==> src/rtl/mc_control_fsm_pkg.sv <==
// Shared encodings for the multi-cycle CPU control FSM: state codes, opcodes
// and the datapath mux/ALU select values.
package mc_control_fsm_pkg;

  typedef enum logic [3:0] {
    ST_FETCH  = 4'd0,
    ST_DECODE = 4'd1,
    ST_MEMADR = 4'd2,
    ST_MEMRD  = 4'd3,
    ST_MEMWB  = 4'd4,
    ST_MEMWR  = 4'd5,
    ST_EXEC   = 4'd6,
    ST_RWB    = 4'd7,
    ST_BRANCH = 4'd8,
    ST_JUMP   = 4'd9,
    ST_ADDIEX = 4'd10,
    ST_ADDIWB = 4'd11
  } state_e;

  localparam logic [5:0] OP_RTYPE = 6'b000000;
  localparam logic [5:0] OP_LW    = 6'b100011;
  localparam logic [5:0] OP_SW    = 6'b101011;
  localparam logic [5:0] OP_BEQ   = 6'b000100;
  localparam logic [5:0] OP_J     = 6'b000010;
  localparam logic [5:0] OP_ADDI  = 6'b001000;

  localparam logic [1:0] ALUOP_ADD   = 2'b00;
  localparam logic [1:0] ALUOP_SUB   = 2'b01;
  localparam logic [1:0] ALUOP_FUNCT = 2'b10;

  localparam logic [1:0] PCSRC_ALU    = 2'b00;
  localparam logic [1:0] PCSRC_ALUOUT = 2'b01;
  localparam logic [1:0] PCSRC_JUMP   = 2'b10;

  localparam logic [1:0] SRCB_REG     = 2'b00;
  localparam logic [1:0] SRCB_FOUR    = 2'b01;
  localparam logic [1:0] SRCB_IMM     = 2'b10;
  localparam logic [1:0] SRCB_IMM_SH2 = 2'b11;

  function automatic logic op_supported(input logic [5:0] op);
    return op inside {OP_RTYPE, OP_LW, OP_SW, OP_BEQ, OP_J, OP_ADDI};
  endfunction

endpackage

==> src/rtl/mc_ctrl_decode.sv <==
// Combinational map from FSM state (plus memory handshake and opcode) to the
// datapath control word.
module mc_ctrl_decode
  import mc_control_fsm_pkg::*;
(
  input  logic [3:0] i_state,
  input  logic       i_mem_ready,
  input  logic [5:0] i_opcode,
  output logic       o_PCWrite,
  output logic       o_PCWriteCond,
  output logic       o_IorD,
  output logic       o_MemRead,
  output logic       o_MemWrite,
  output logic       o_MemtoReg,
  output logic       o_IRWrite,
  output logic       o_ALUSrcA,
  output logic       o_RegWrite,
  output logic       o_RegDst,
  output logic [1:0] o_PCSource,
  output logic [1:0] o_ALUOp,
  output logic [1:0] o_ALUSrcB,
  output logic       o_illegal
);

  always_comb begin
    o_PCWrite     = 1'b0;
    o_PCWriteCond = 1'b0;
    o_IorD        = 1'b0;
    o_MemRead     = 1'b0;
    o_MemWrite    = 1'b0;
    o_MemtoReg    = 1'b0;
    o_IRWrite     = 1'b0;
    o_ALUSrcA     = 1'b0;
    o_RegWrite    = 1'b0;
    o_RegDst      = 1'b0;
    o_PCSource    = PCSRC_ALU;
    o_ALUOp       = ALUOP_ADD;
    o_ALUSrcB     = SRCB_REG;
    o_illegal     = 1'b0;
    case (i_state)
      ST_FETCH: begin
        o_MemRead = 1'b1;
        o_ALUSrcB = SRCB_FOUR;
        o_IRWrite = i_mem_ready;
        o_PCWrite = i_mem_ready;
      end
      ST_DECODE: begin
        o_ALUSrcB = SRCB_IMM_SH2;
        o_ALUOp   = ALUOP_ADD;
        o_illegal = !op_supported(i_opcode);
      end
      ST_MEMADR: begin
        o_ALUSrcA = 1'b1;
        o_ALUSrcB = SRCB_IMM;
      end
      ST_MEMRD: begin
        o_MemRead = 1'b1;
        o_IorD    = 1'b1;
      end
      ST_MEMWB: begin
        o_RegWrite = 1'b1;
        o_MemtoReg = 1'b1;
      end
      ST_MEMWR: begin
        o_MemWrite = 1'b1;
        o_IorD     = 1'b1;
      end
      ST_EXEC: begin
        o_ALUSrcA = 1'b1;
        o_ALUOp   = ALUOP_FUNCT;
      end
      ST_RWB: begin
        o_RegWrite = 1'b1;
        o_RegDst   = 1'b1;
      end
      ST_BRANCH: begin
        o_ALUSrcA     = 1'b1;
        o_ALUOp       = ALUOP_SUB;
        o_PCWriteCond = 1'b1;
        o_PCSource    = PCSRC_ALUOUT;
      end
      ST_JUMP: begin
        o_PCWrite  = 1'b1;
        o_PCSource = PCSRC_JUMP;
      end
      ST_ADDIEX: begin
        o_ALUSrcA = 1'b1;
        o_ALUSrcB = SRCB_IMM;
      end
      ST_ADDIWB: o_RegWrite = 1'b1;
      default: ;
    endcase
  end

endmodule

==> src/rtl/mc_control_fsm.sv <==
// Multi-cycle CPU control FSM: state register and next-state logic; the
// control word is decoded from the state by mc_ctrl_decode.
module mc_control_fsm
  import mc_control_fsm_pkg::*;
#(
  parameter bit MEM_WAIT_EN = 1'b1
) (
  input  logic       i_clk,
  input  logic       i_rst_n,
  input  logic [5:0] i_opcode,
  input  logic       i_zero,
  input  logic       i_mem_ready,
  output logic       o_PCWrite,
  output logic       o_PCWriteCond,
  output logic       o_IorD,
  output logic       o_MemRead,
  output logic       o_MemWrite,
  output logic       o_MemtoReg,
  output logic       o_IRWrite,
  output logic       o_ALUSrcA,
  output logic       o_RegWrite,
  output logic       o_RegDst,
  output logic [1:0] o_PCSource,
  output logic [1:0] o_ALUOp,
  output logic [1:0] o_ALUSrcB,
  output logic [3:0] o_state,
  output logic       o_illegal
);

  state_e state_q, state_d;
  logic   mem_rdy;
  logic   unused_zero;

  assign mem_rdy = MEM_WAIT_EN ? i_mem_ready : 1'b1;
  // Branch resolution is PCWriteCond AND zero in the datapath, not here.
  assign unused_zero = i_zero;

  always_ff @(posedge i_clk or negedge i_rst_n) begin
    if (!i_rst_n) state_q <= ST_FETCH;
    else          state_q <= state_d;
  end

  always_comb begin
    state_d = ST_FETCH;
    case (state_q)
      ST_FETCH:  state_d = mem_rdy ? ST_DECODE : ST_FETCH;
      ST_DECODE: begin
        case (i_opcode)
          OP_RTYPE:     state_d = ST_EXEC;
          OP_LW, OP_SW: state_d = ST_MEMADR;
          OP_BEQ:       state_d = ST_BRANCH;
          OP_J:         state_d = ST_JUMP;
          OP_ADDI:      state_d = ST_ADDIEX;
          default:      state_d = ST_FETCH;
        endcase
      end
      ST_MEMADR: state_d = (i_opcode == OP_SW) ? ST_MEMWR : ST_MEMRD;
      ST_MEMRD:  state_d = mem_rdy ? ST_MEMWB : ST_MEMRD;
      ST_MEMWR:  state_d = mem_rdy ? ST_FETCH : ST_MEMWR;
      ST_EXEC:   state_d = ST_RWB;
      ST_ADDIEX: state_d = ST_ADDIWB;
      default:   state_d = ST_FETCH;
    endcase
  end

  assign o_state = state_q;

  mc_ctrl_decode u_decode (
    .i_state       (state_q),
    .i_mem_ready   (mem_rdy),
    .i_opcode      (i_opcode),
    .o_PCWrite     (o_PCWrite),
    .o_PCWriteCond (o_PCWriteCond),
    .o_IorD        (o_IorD),
    .o_MemRead     (o_MemRead),
    .o_MemWrite    (o_MemWrite),
    .o_MemtoReg    (o_MemtoReg),
    .o_IRWrite     (o_IRWrite),
    .o_ALUSrcA     (o_ALUSrcA),
    .o_RegWrite    (o_RegWrite),
    .o_RegDst      (o_RegDst),
    .o_PCSource    (o_PCSource),
    .o_ALUOp       (o_ALUOp),
    .o_ALUSrcB     (o_ALUSrcB),
    .o_illegal     (o_illegal)
  );

endmodule

==> config.mk <==
export PLATFORM = sky130hd
export DESIGN_NAME = mc_control_fsm
export DESIGN_NICKNAME = d
export VERILOG_FILES = /design/src/rtl/mc_control_fsm_pkg.sv /design/src/rtl/mc_ctrl_decode.sv /design/src/rtl/mc_control_fsm.sv
export SDC_FILE = /design/constraint.sdc
export NUM_CORES = 1
export LEC_CHECK = 0
export ABC_AREA = 1
export BUFFER_PORTS_ARGS = -buffer_cell sky130_fd_sc_hd__buf_2
export CAP_MARGIN = 20
export CORE_UTILIZATION = 35
export DETAILED_ROUTE_END_ITERATION = 16
export PLACE_DENSITY_LB_ADDON = 0.1
export SKIP_LAST_GASP = 1
export SYNTH_ARGS = -nofsm -noshare
export SYNTH_HDL_FRONTEND = slang
export SYNTH_SLANG_ARGS = --single-unit
==> constraint.sdc <==
create_clock -name i_clk -period 1.5 [get_ports i_clk]
set_input_delay 0.3 -clock i_clk [delete_from_list [all_inputs] [get_ports i_clk]]
set_output_delay 0.3 -clock i_clk [all_outputs]
set_load 0.01 [all_outputs]
==> impl_results.md <==
- Drc violations: 0
- Avg WL per Cell: 9.84 µm
- Final nets: 153
- Post-synthesis cell area: 563 µm²
- Worst-Skew Late Latency: 0.23 ns
- CP Capture Type: output pin
- Net Sw Frac: 0.483
- Final wirelength: 1550 µm
- Max reg flops: 4
- FF+latch count, synth: 4
- RePlAce Congestion: 0.849
- Slew margin rel.: 0.835
- Ys flop type: dfrtp_1
- CTS tree: built
- I/O pin cnt: 31
- Minimum clock period: 1.57 ns
- ANT nets after route: 0
- Fraction of final layout cells with drive strength greater than 1: 0.525
- Static Leak: 0.000587 µW
- Layout area overhead: 56.7%
- Worst-path fanout max: 5
- Max Root-Sink Buffers: 2
- Sequential power share: 0.154
- P_int: 707 µW
- Die Width: 42.1 µm
- Clock slew at reported path FFs: 0.03 ns
- Crit Path Category: reg -> out
- NetSw: around 660 µW
- Placement Rows: 14
- Layout fillers: 148
- Clock Skew: 0.000520 ns
- Worst Path Required: 1.20 ns
- Seq/Total Area, Yosys: 0.178
- Post-Place Cells: 147
- Post-route setup slack: -0.0696 ns
- Clock Sinks: 4
- Starting DRT DRC Count: 22
- List of most frequent post-synthesis cells: nand2_1 (28), nor2_1 (20), inv_1 (15), nand3_1 (9)
- Total number of vias: roughly 720
- Clk root buf: clkbuf_4
- Critical-path cell list: nor2_2 -> nand2_2 -> o22ai_1 -> buf_2
- Top cell type's share of synthesized area: 0.187
- Final Setup Violations: 6
- Clock Power Share: 0.092
- Mapped Cells: slightly below 100
- Pins Over Slew Limit: 0
- Final period utilization: 1.05
- Die area: around 0.0018 mm²
- Area occupied by multi-input gates: slightly above 400 µm²
- Power Density: around 1600 mW/mm²
- RSZ-0062 raised after global routing: true
- Starting Density: 0.374
- Failing checks: negative setup slack
- I/O Buffers: 29
- Floorplan core area: 0.00151 mm²
- Post-synth EDFFs: 0
- Global-route wire length before repair: around 2500 µm
- Total grt overflow: 0
- Combinational power share: 0.754
- Sequential cell area: 105 µm²
- Layout Cells excl Fill: 157
- Yosys top cell by area: nand2_1
- Most frequent cell after synthesis: nand2_1
- Synth Area per Inst: 5.69 µm²
- Final Util: 0.586
- Hold WC Path Type: in -> async
- Max-cap violations: 0
- Initial antenna violation count: 0
- Crit path DAT: 1.27 ns
- Vias per cell: 4.60
- Final Hold Viols: 0
- Peak Freq: 0.637 GHz
- Nature of the critical path startpoint: register
- H-Tree Depth: 1
- All-layer global routing usage: 0.174
- Peak supply drop: 738 µV
- DR pass1 iterations: 4
- Vias in the first global route: 608
- Outcome: finished with violations
- Slowest library cell on the worst path: dfrtp_2
- Area contributors post-synth: nand2_1 (19%), dfrtp_1 (18%), nor2_1 (13%)
- Die H: 42.1 µm
- Final HPWL DP: 1150 µm
- Num CTS Buffers: 3
- Number of distinct library cells after synthesis: 19
- N_diodes: 0
- Largest net degree at the start of global routing: 6
- Slowest stage delay, CP: around 0.44 ns
- Synth warn: 0
- Worst-Margin Slew: between 0.2 and 0.25 ns
- Syn Nets: 109
- Async SR Flop Fraction: 1.00
[worst max-delay path, delay by kind of cell (launching register included)]
family	cells	cell delay (ns)
DFF	1	0.44
buffers and inverters	1	0.15
AOI/OAI and AO/OA	1	0.12
and+or+nand+nor	2	0.32
[kinds of logic (layout without fill, tap and decap cells)]
| group | count (synthesis) | count (layout) | synth area share |
|---|---|---|---|
| and+or+nand+nor | 72 | 72 | 0.642 |
| DFF | 4 | 4 | 0.178 |
| AOI/OAI and AO/OA | 2 | 2 | 0.0200 |
| buffers and inverters | 21 | 63 | 0.160 |
[cells in the final DEF (no fill, tap or decap), drive strengths merged]
master and count:
o22ai 1, clkbuf 3, inv 19, dlygate4sd3 1
nor3 1, o21ai 1, nand3b 1, nand2 34
nand4 1, buf 40, nor2 25, nand3 10
dfrtp 4
[power groups by stage]
stage	sequential, µW	combinational [µW]	clock (µW)
floorplan	197	516	0
global placement	194	824	0
detailed placement	193	822	0
CTS	197	903	135
global route	213	1130	136
finish	210	1030	126
[final timing paths]
check | start | end | slack, ns | cells after the start
worst min-delay path | i_rst_n | o_state[2] | 0.40 | 2
worst max register to register | o_state[2] | o_state[0] | 0.29 | 6
worst max-delay path | o_state[0] | o_PCWrite | -0.07 | 4
min in group i_clk | i_opcode[2] | o_state[1] | 0.43 | 4
worst min register to register | o_state[3] | o_state[3] | 0.73 | 4
max in group asynchronous | i_rst_n | o_state[3] | 0.97 | 2
[layer usage]
metal,GRT usage,up-vias,part of all wire
li1,-,389,-
met1,0.249,309,0.48
met2,0.284,24,0.47
met3,0.00431,0,0.042
met4,0.0563,0,0
met5,0,-,0
[layout make-up]
cell class | count | area share
tap | 16 | 0.0227
inverter | 19 | 0.0865
multi-input combinational | 74 | 0.457
clock buffer | 3 | 0.0255
sequential | 4 | 0.119
timing repair buffer | 41 | 0.289
[stage by stage]
stage | cell area, µm² | TNS, ns | setup WS [ns] | power [µW] | hold slack [ns]
after floorplan | 563 | 0 | 0.116 | 714 | 0.00441
final | 882 | -0.237 | -0.0696 | 1370 | 0.401
after global placement | 747 | 0 | 0.0980 | 1020 | 0.104
after CTS | 820 | -0.169 | -0.0601 | 1240 | 0.389
after global routing | 882 | -0.859 | -0.111 | 1470 | 0.420
after detailed placement | 747 | 0 | 0.118 | 1020 | 0.106
[what timing repair did]
action / in CTS / in global routing
setup buffers: 3 / 3
cloned: 0 / 0
pin swaps: 3 / 4
hold buffers: 1 / 0
gates resized for setup: 7 / 15
setup endpoints to repair: 15 / 16
endpoints found under the hold margin: 4 / 0
Note: power is estimated with default switching activity, not from simulation.
